$ cat config.mk
export PLATFORM = sky130hd
export DESIGN_NAME = reg_file_32x32_flat
export DESIGN_NICKNAME = d
export VERILOG_FILES = /design/src/rtl/rv_pkg.sv /design/src/rtl/reg_file_32x32_if.sv /design/src/rtl/rf_read_port.sv /design/src/rtl/reg_file_32x32.sv /design/src/flat_wrapper.sv
export SDC_FILE = /design/constraint.sdc
export NUM_CORES = 2
export LEC_CHECK = 0
export CORE_MARGIN = 2
export CORE_UTILIZATION = 65
export CTS_BUF_LIST = sky130_fd_sc_hd__clkbuf_2 sky130_fd_sc_hd__clkbuf_4 sky130_fd_sc_hd__clkbuf_8
export DETAILED_ROUTE_END_ITERATION = 10
export PLACE_DENSITY = 0.83
export SETUP_SLACK_MARGIN = 0.3
export SKIP_LAST_GASP = 1
export SYNTH_ARGS = -nofsm -noshare
export SYNTH_HDL_FRONTEND = slang
export SYNTH_SLANG_ARGS = --single-unit
$ cat constraint.sdc
create_clock -name clk -period 48.7 [get_ports clk]
set_clock_uncertainty 0.2 [all_clocks]
set_input_delay 9.74 -clock clk [delete_from_list [all_inputs] [get_ports clk]]
set_output_delay 9.74 -clock clk [all_outputs]
set_load 0.03 [all_outputs]
$ cat src/rtl/rv_pkg.sv
// rtl/rv_pkg.sv - shared RV32I constants and types for the integer register file
package rv_pkg;
  localparam int XLEN  = 32;
  localparam int NREGS = 32;
  localparam int AW    = 5;

  localparam logic [AW-1:0] REG_ZERO = 5'd0;

  typedef logic [XLEN-1:0] word_t;
  typedef logic [AW-1:0]   reg_addr_t;

  // Storage for x1..x31 only; x0 has no flops.
  typedef logic [NREGS-1:1][XLEN-1:0] regs_t;
endpackage

$ cat src/rtl/reg_file_32x32_if.sv
// rtl/reg_file_32x32_if.sv - register file access bus (two read ports, one write port)
interface reg_file_32x32_if;
  import rv_pkg::*;

  reg_addr_t rs1_addr;
  reg_addr_t rs2_addr;
  word_t     rs1_data;
  word_t     rs2_data;
  logic      we;
  reg_addr_t rd_addr;
  word_t     rd_data;

  modport master (
    output rs1_addr, rs2_addr, we, rd_addr, rd_data,
    input  rs1_data, rs2_data
  );

  modport slave (
    input  rs1_addr, rs2_addr, we, rd_addr, rd_data,
    output rs1_data, rs2_data
  );
endinterface

$ cat src/rtl/rf_read_port.sv
// rtl/rf_read_port.sv - combinational read port with x0-zero rule
// Optional write-through forwarding when RF_BYPASS_EN is defined.
module rf_read_port
  import rv_pkg::*;
(
  input  logic      i_rst,
  input  regs_t     i_regs,
  input  reg_addr_t i_addr,
  input  logic      i_we,
  input  reg_addr_t i_wr_addr,
  input  word_t     i_wr_data,
  output word_t     o_data
);

`ifdef RF_BYPASS_EN
  logic w_bypass;

  assign w_bypass = !i_rst && i_we && (i_wr_addr != REG_ZERO) && (i_wr_addr == i_addr);

  always_comb begin
    o_data = '0;
    if (w_bypass)
      o_data = i_wr_data;
    else if (i_addr != REG_ZERO)
      o_data = i_regs[i_addr];
  end
`else
  logic w_unused;

  assign w_unused = &{1'b0, i_rst, i_we, i_wr_addr, i_wr_data};

  always_comb begin
    o_data = '0;
    if (i_addr != REG_ZERO)
      o_data = i_regs[i_addr];
  end
`endif

endmodule

$ cat src/rtl/reg_file_32x32.sv
// rtl/reg_file_32x32.sv - RV32I integer register file, 2R1W, x0 hardwired to zero
// Define RF_BYPASS_EN for same-cycle write-through forwarding on both read ports.
module reg_file_32x32
  import rv_pkg::*;
(
  input  logic clk,
  input  logic rst,
  reg_file_32x32_if.slave bus
);

  regs_t r_regs;

  // rst has priority, so a write on an edge that coincides with reset is dropped.
  always_ff @(posedge clk or posedge rst) begin
    if (rst)
      r_regs <= '0;
    else if (bus.we && (bus.rd_addr != REG_ZERO))
      r_regs[bus.rd_addr] <= bus.rd_data;
  end

  rf_read_port u_rd1 (
    .i_rst     (rst),
    .i_regs    (r_regs),
    .i_addr    (bus.rs1_addr),
    .i_we      (bus.we),
    .i_wr_addr (bus.rd_addr),
    .i_wr_data (bus.rd_data),
    .o_data    (bus.rs1_data)
  );

  rf_read_port u_rd2 (
    .i_rst     (rst),
    .i_regs    (r_regs),
    .i_addr    (bus.rs2_addr),
    .i_we      (bus.we),
    .i_wr_addr (bus.rd_addr),
    .i_wr_data (bus.rd_data),
    .o_data    (bus.rs2_data)
  );

endmodule

$ cat src/flat_wrapper.sv
// flat-port wrapper written by rule: the top's interface ports become plain ports
module reg_file_32x32_flat import rv_pkg::*;
  (clk, rst, bus_rs1_addr, bus_rs2_addr, bus_we, bus_rd_addr, bus_rd_data, bus_rs1_data, bus_rs2_data);
  reg_file_32x32_if bus_i ();
  input  logic clk;
  input  logic rst;
  input wire logic [$bits(bus_i.rs1_addr)-1:0] bus_rs1_addr;
  input wire logic [$bits(bus_i.rs2_addr)-1:0] bus_rs2_addr;
  input wire logic [$bits(bus_i.we)-1:0] bus_we;
  input wire logic [$bits(bus_i.rd_addr)-1:0] bus_rd_addr;
  input wire logic [$bits(bus_i.rd_data)-1:0] bus_rd_data;
  output wire logic [$bits(bus_i.rs1_data)-1:0] bus_rs1_data;
  output wire logic [$bits(bus_i.rs2_data)-1:0] bus_rs2_data;
  assign bus_i.rs1_addr = bus_rs1_addr;
  assign bus_i.rs2_addr = bus_rs2_addr;
  assign bus_i.we = bus_we;
  assign bus_i.rd_addr = bus_rd_addr;
  assign bus_i.rd_data = bus_rd_data;
  assign bus_rs1_data = bus_i.rs1_data;
  assign bus_rs2_data = bus_i.rs2_data;
  reg_file_32x32 u_core (.clk(clk), .rst(rst), .bus(bus_i));
endmodule
# After elaboration in Yosys (flattened, before gate mapping)
# Index checks and enable logic that the tools add are counted.
# W data, S select, Z words.
# classes
n_lt_le_gt_ge	4
muxes	9
reduce_logical	5
# op_table
operator	count
$bwmux W992	1
$bmux W32 S5	2
$demux W32 S5	1
$mux W32	5
$lt A5 B6 Y1 const B	3
$reduce_bool A5 Y1	3
$ge A5 B1 Y1 const B	1
$logic_and A1 B1 Y1	2
# totals
reg_bits	992
out_inout_bits	64
wordCells	49

# Depth between registers and ports, before layout
# logic_depth
ltp_word	5
ltp_mapped	9
ltp_nobuf	4

# Hierarchy
# From an unflattened synthesis, not the netlist that was laid out.
# unflattened
cells_unflattened	4086
area_unflattened_um2	53988.0
# by_module_without_submodules
mod	instances	cells_per_inst	area_per_inst_um2	seq_area_each_um2
reg_file_32x32	1	2224	37156.9	24823.8
rf_read_port	2	931	8415.6	0.0

# Worst setup path before layout
# Ideal clock, no wire load.
# synth_timing
path_type	in2out
start	input bus_rs1_addr[1]
end	output bus_rs1_data[31]
arrival_time_ps	11728
slack_ps	27032
stages	7
path_buffers	3
cell_sequence	buf_2 > buf_6 > or2_2 > buf_2 > o22ai_1 > nor3_1 > nor4b_1
# synth_between
elab_chain_cells	3
elab_cells_between_ends	4
cone_classes	mux: 3; reduce/logical: 1
# synth_rtl
element	line	source
start: declaration	flat_wrapper.sv:7	input wire logic [$bits(bus_i.rs1_addr)-1:0] bus_rs1_addr;
$bmux W32 S5	rf_read_port.sv:35	o_data = i_regs[i_addr];
$mux W32 (not written as such)	rf_read_port.sv:35	
$mux W32 (*)	rf_read_port.sv:34	if (i_addr != REG_ZERO)
end: declaration	flat_wrapper.sv:12	output wire logic [$bits(bus_i.rs1_data)-1:0] bus_rs1_data;
# Mark *: on every way between the ends. The rest lies on a longest branch, timed or not. The select of a mux whose other input is x is not followed.

# Final worst setup path
# layout_timing
start	input bus_rs2_addr[0]
end	output bus_rs2_data[19]
# layout_between
elab_chain_cells	3
elab_cells_between_ends	4
cone_classes	mux: 3; reduce/logical: 1
# layout_rtl
element	line	source
start: declaration	flat_wrapper.sv:8	input wire logic [$bits(bus_i.rs2_addr)-1:0] bus_rs2_addr;
$bmux W32 S5	rf_read_port.sv:35	
$mux W32 (not written as such)	rf_read_port.sv:35	
$mux W32 (*)	rf_read_port.sv:34	
end: declaration	flat_wrapper.sv:13	output wire logic [$bits(bus_i.rs2_data)-1:0] bus_rs2_data;
# Marked as above.

==> run_results.csv <==
group,metric,value,unit
outcome,outcome,"finished clean",
timing,totalNegativeSetupSlack,0,ns
setup_path,rr_startpoint,"u_core.r_regs[622]",
floorplan,ios,114,
worst_hold_path,hold_path_depth,1,
yosys,net_count_after_synthesis,4106,
floorplan,die_width,291,um
setup_path,worst_path_max_delay_cell,"buf_4",
yosys,synth_cells,4056,
timing,post-route-period-util,0.506,
final_layout,syn2layout_area_growth,8.61,%
setup_path,worst_setup_path_start_kind,"primary input",
yosys,synth_largest_type_area_fraction,0.462,
yosys,mappedNetlistArea,0.0537,mm2
setup_path,critPathMaxFanout,94,
global_routing,gr-total-overflow,0,
timing,max_clock_freq,40.6,MHz
clock_tree,cts_setup_buffers,0,
clock_tree,numCtsBuffers,163,
global_routing,gr_usage_total,0.364,
final_layout,finish.instance_area,0.0583,mm2
global_routing,grt_first_pass_wirelength,234000,um
global_routing,vias_in_the_first_global_route,38016,
clock_tree,htree_levels,4,
floorplan,fp.coreArea,0.0820,mm2
clock_tree,clock_tree.root_cell,"clkbuf_8",
pwr,cellPowerDensity,41.1,mW/mm2
route,wl,155000,um
clock_tree,clock_insertion_delay_worst_skew,0.83,ns
route,via_count,37556,
floorplan,rows,105,
final_layout,finish.cell_count_without_fillers,5178,
setup_path,terminus_of_the_critical_flop_to_flop_path,"u_core.r_regs[622]",
placed_design,place_area,0.0547,mm2
timing,worst_slew_margin_rel,0.139,
clock_tree,cts.path.max_buffers,3,
placed_design,placed_cell_count,4881,
final_layout,post_route_cells_drive_above_1_share,0.411,
global_routing,grt_start_max_net_pins,167,
yosys,synth_top_cell_by_area,"dfrtp_1",
pwr,static-leakage-power,0.0261,uW
placed_design,detailed_place_hpwl,85900,um
yosys,synth_edf_count,0,
pwr,maximum_vdd_drop,0.0301,mV
setup_path,cpMostUsedCell,"buf_4",
yosys,synth_seq_cells,992,
setup_path,critical_path.top_delay_family,"buffers and inverters",
clock_tree,cts_stage_hold_buffer_count,0,
route,detail_route.drc_violations,0,
yosys,postSynth.asyncResetShare,1.00,
yosys,post_synth_num_cell_types,45,
placed_design,final_weighted_congestion_in_routability_driven_placement,0.831,
flow_run,max-cap-violations,0,
timing,max_slew_violation_total_from_the_final_report,0,
worst_hold_path,hold_path.startpoint,"u_core.r_regs[626]",
route,postRouteAntennaNets,0,
setup_path,critical_path.endpoint_type,"output pin",
clock_tree,clkTransAtPathRegs,0.06,ns
setup_path,path_cells,"buf_8 > buf_4 > buf_4 > buf_4 > mux2i_1 > o22ai_1 > nor3_1 > nor4_2 > clkdlybuf4s50_1",
yosys,avgSynthCellArea,13.2,um2
global_routing,antenna_found_initial,4,
floorplan,floorplan.die_area,0.0849,mm2
setup_path,critical_path_depth,9,
clock_tree,post_cts.resized_instances,0,
floorplan,dieHeight,291,um
setup_path,ff2ff_path_depth,1,
clock_tree,tritoncts,"built",
setup_path,r2r_slack,47.67,ns
timing,final-hold-violation-count,0,
setup_path,setup.worst_path.class,"in -> out",
setup_path,critical_path_buf_inv_count,5,
final_layout,regMostFlops,"u_core.r_regs",
yosys,ys.warnings.count,0,
floorplan,initial_core_util,0.655,
final_layout,layout.cells.most_common,"mux2_2",
route,route.detailed.vias_per_inst,7.25,
setup_path,worstPathRequired,38.76,ns
final_layout,number_of_flip_flops_in_the_largest_register,992,
timing,report.final.setup_viol,0,
timing,setup_repair_after_global_routing_missed_its_margin,"false",
final_layout,finalNetCount,4026,
worst_hold_path,holdPathEnd,"u_core.r_regs[626]",
route,routed_wire_length_per_instance,29.9,um
setup_path,worst_ep_arrival_time,14.68,ns
final_layout,largest_registers,"u_core.r_regs x992",
route,drt_first_pass_iters,6,
placed_design,io_buffers,113,
yosys,synth.yosys.seq_area_share,0.462,
yosys,postSynth.topFlopCell,"dfrtp_1",
clock_tree,clkSinkCount,992,
worst_hold_path,hold_crit_class,"reg -> reg",
timing,max_slew.worst_pin.slew,1.29,ns
route,drt_first_iter_violations,4194,
final_layout,layout.cells.most_common_list,"mux2_2 (1100), dfrtp_1 (992), mux2i_1 (577)",
setup_path,critical_path.max_stage_delay,0.93,ns
yosys,synth_top_cells_by_area,"dfrtp_1 (46%), mux2_2 (23%), mux2i_1 (11%), mux4_2 (5.4%), o22ai_1 (3.3%)",
timing,final_period_minus_worst_setup_slack,24.62,ns
worst max-delay path by stage:
stage	start	end	slack [ns]
6_report	bus_rs2_addr[0]	bus_rs2_data[19]	24.08
5_1_grt	bus_rs2_addr[0]	bus_rs2_data[27]	23.96
4_1_cts	bus_rs2_addr[0]	bus_rs2_data[19]	24.22
3_5_place_dp	bus_rs2_addr[0]	bus_rs2_data[19]	24.20
3_3_place_gp	bus_rs2_addr[0]	bus_rs2_data[19]	24.22
2_1_floorplan	rst	u_core.r_regs[0]	10.85
cell usage after synthesis, types with 3 or more instances:
library cell / n
mux2_1: 20
nand2_1: 20
a221o_1: 32
nand3b_1: 6
buf_2: 153
nor2b_1: 37
nor2_2: 4
dfrtp_1: 992
nand3_1: 3
nand2b_1: 7
mux2_2: 1100
buf_1: 13
buf_8: 3
nor3_1: 129
a21oi_1: 32
a211oi_2: 4
mux2i_1: 577
or3_1: 31
a211oi_1: 59
clkbuf_1: 172
a22oi_1: 64
o22ai_1: 287
mux4_2: 128
nor2_1: 14
nor3b_1: 4
nor4_2: 30
a221oi_1: 31
or2_2: 4
buf_6: 16
buf_4: 66
power breakdown:
group / internal, uW / leakage, uW / total [uW] / switching, uW
Combinational: 274 / 0.0116 / 499 / 225
Clock: 440 / 0.00190 / 786 / 347
Sequential: 987 / 0.0127 / 1110 / 124
cell type report:
type                            instances  area [um2]
Multi-Input combinational cell       2636       26900
Sequential cell                       992       24800
Fill cell                            5498       23600
Clock buffer                          264        3280
Timing Repair Buffer                  182        1690
Tap cell                             1070        1340
Clock inverter                         27         297
Antenna cell                            6        15.0
Inverter                                1        11.3
per-layer routing:
metal,vias to the layer above,track usage,wire length (um)
li1,15354,-,-
met1,19524,0.506,62400
met2,2203,0.535,68700
met3,475,0.102,16900
met4,0,0.167,6860
met5,-,0,0
logic make-up (layout without fill, tap and decap cells):
kind of cell,after synthesis,after routing,synth area share
buffers and inverters,428,474,0.0417
flip-flops,992,992,0.462
other,0,6,0
AND/OR/NAND/NOR,301,301,0.0343
multiplexers,1825,1825,0.396
AO/OA/AOI/OAI,510,510,0.0658
metrics by stage:
| step | total power [uW] | hold slack (ns) | worst slack [ns] | utilization |
|---|---|---|---|---|
| after floorplan | 1480 | 0.279 | 10.85 | - |
| after global placement | 1580 | 0.288 | 24.22 | 0.668 |
| after detailed placement | 1610 | 0.306 | 24.20 | 0.668 |
| after CTS | 2390 | 0.318 | 24.22 | 0.711 |
| after global routing | 2490 | 0.336 | 23.96 | 0.712 |
| final | 2400 | 0.321 | 24.08 | 0.712 |
No activity file was read; power rests on OpenSTA's default activity.
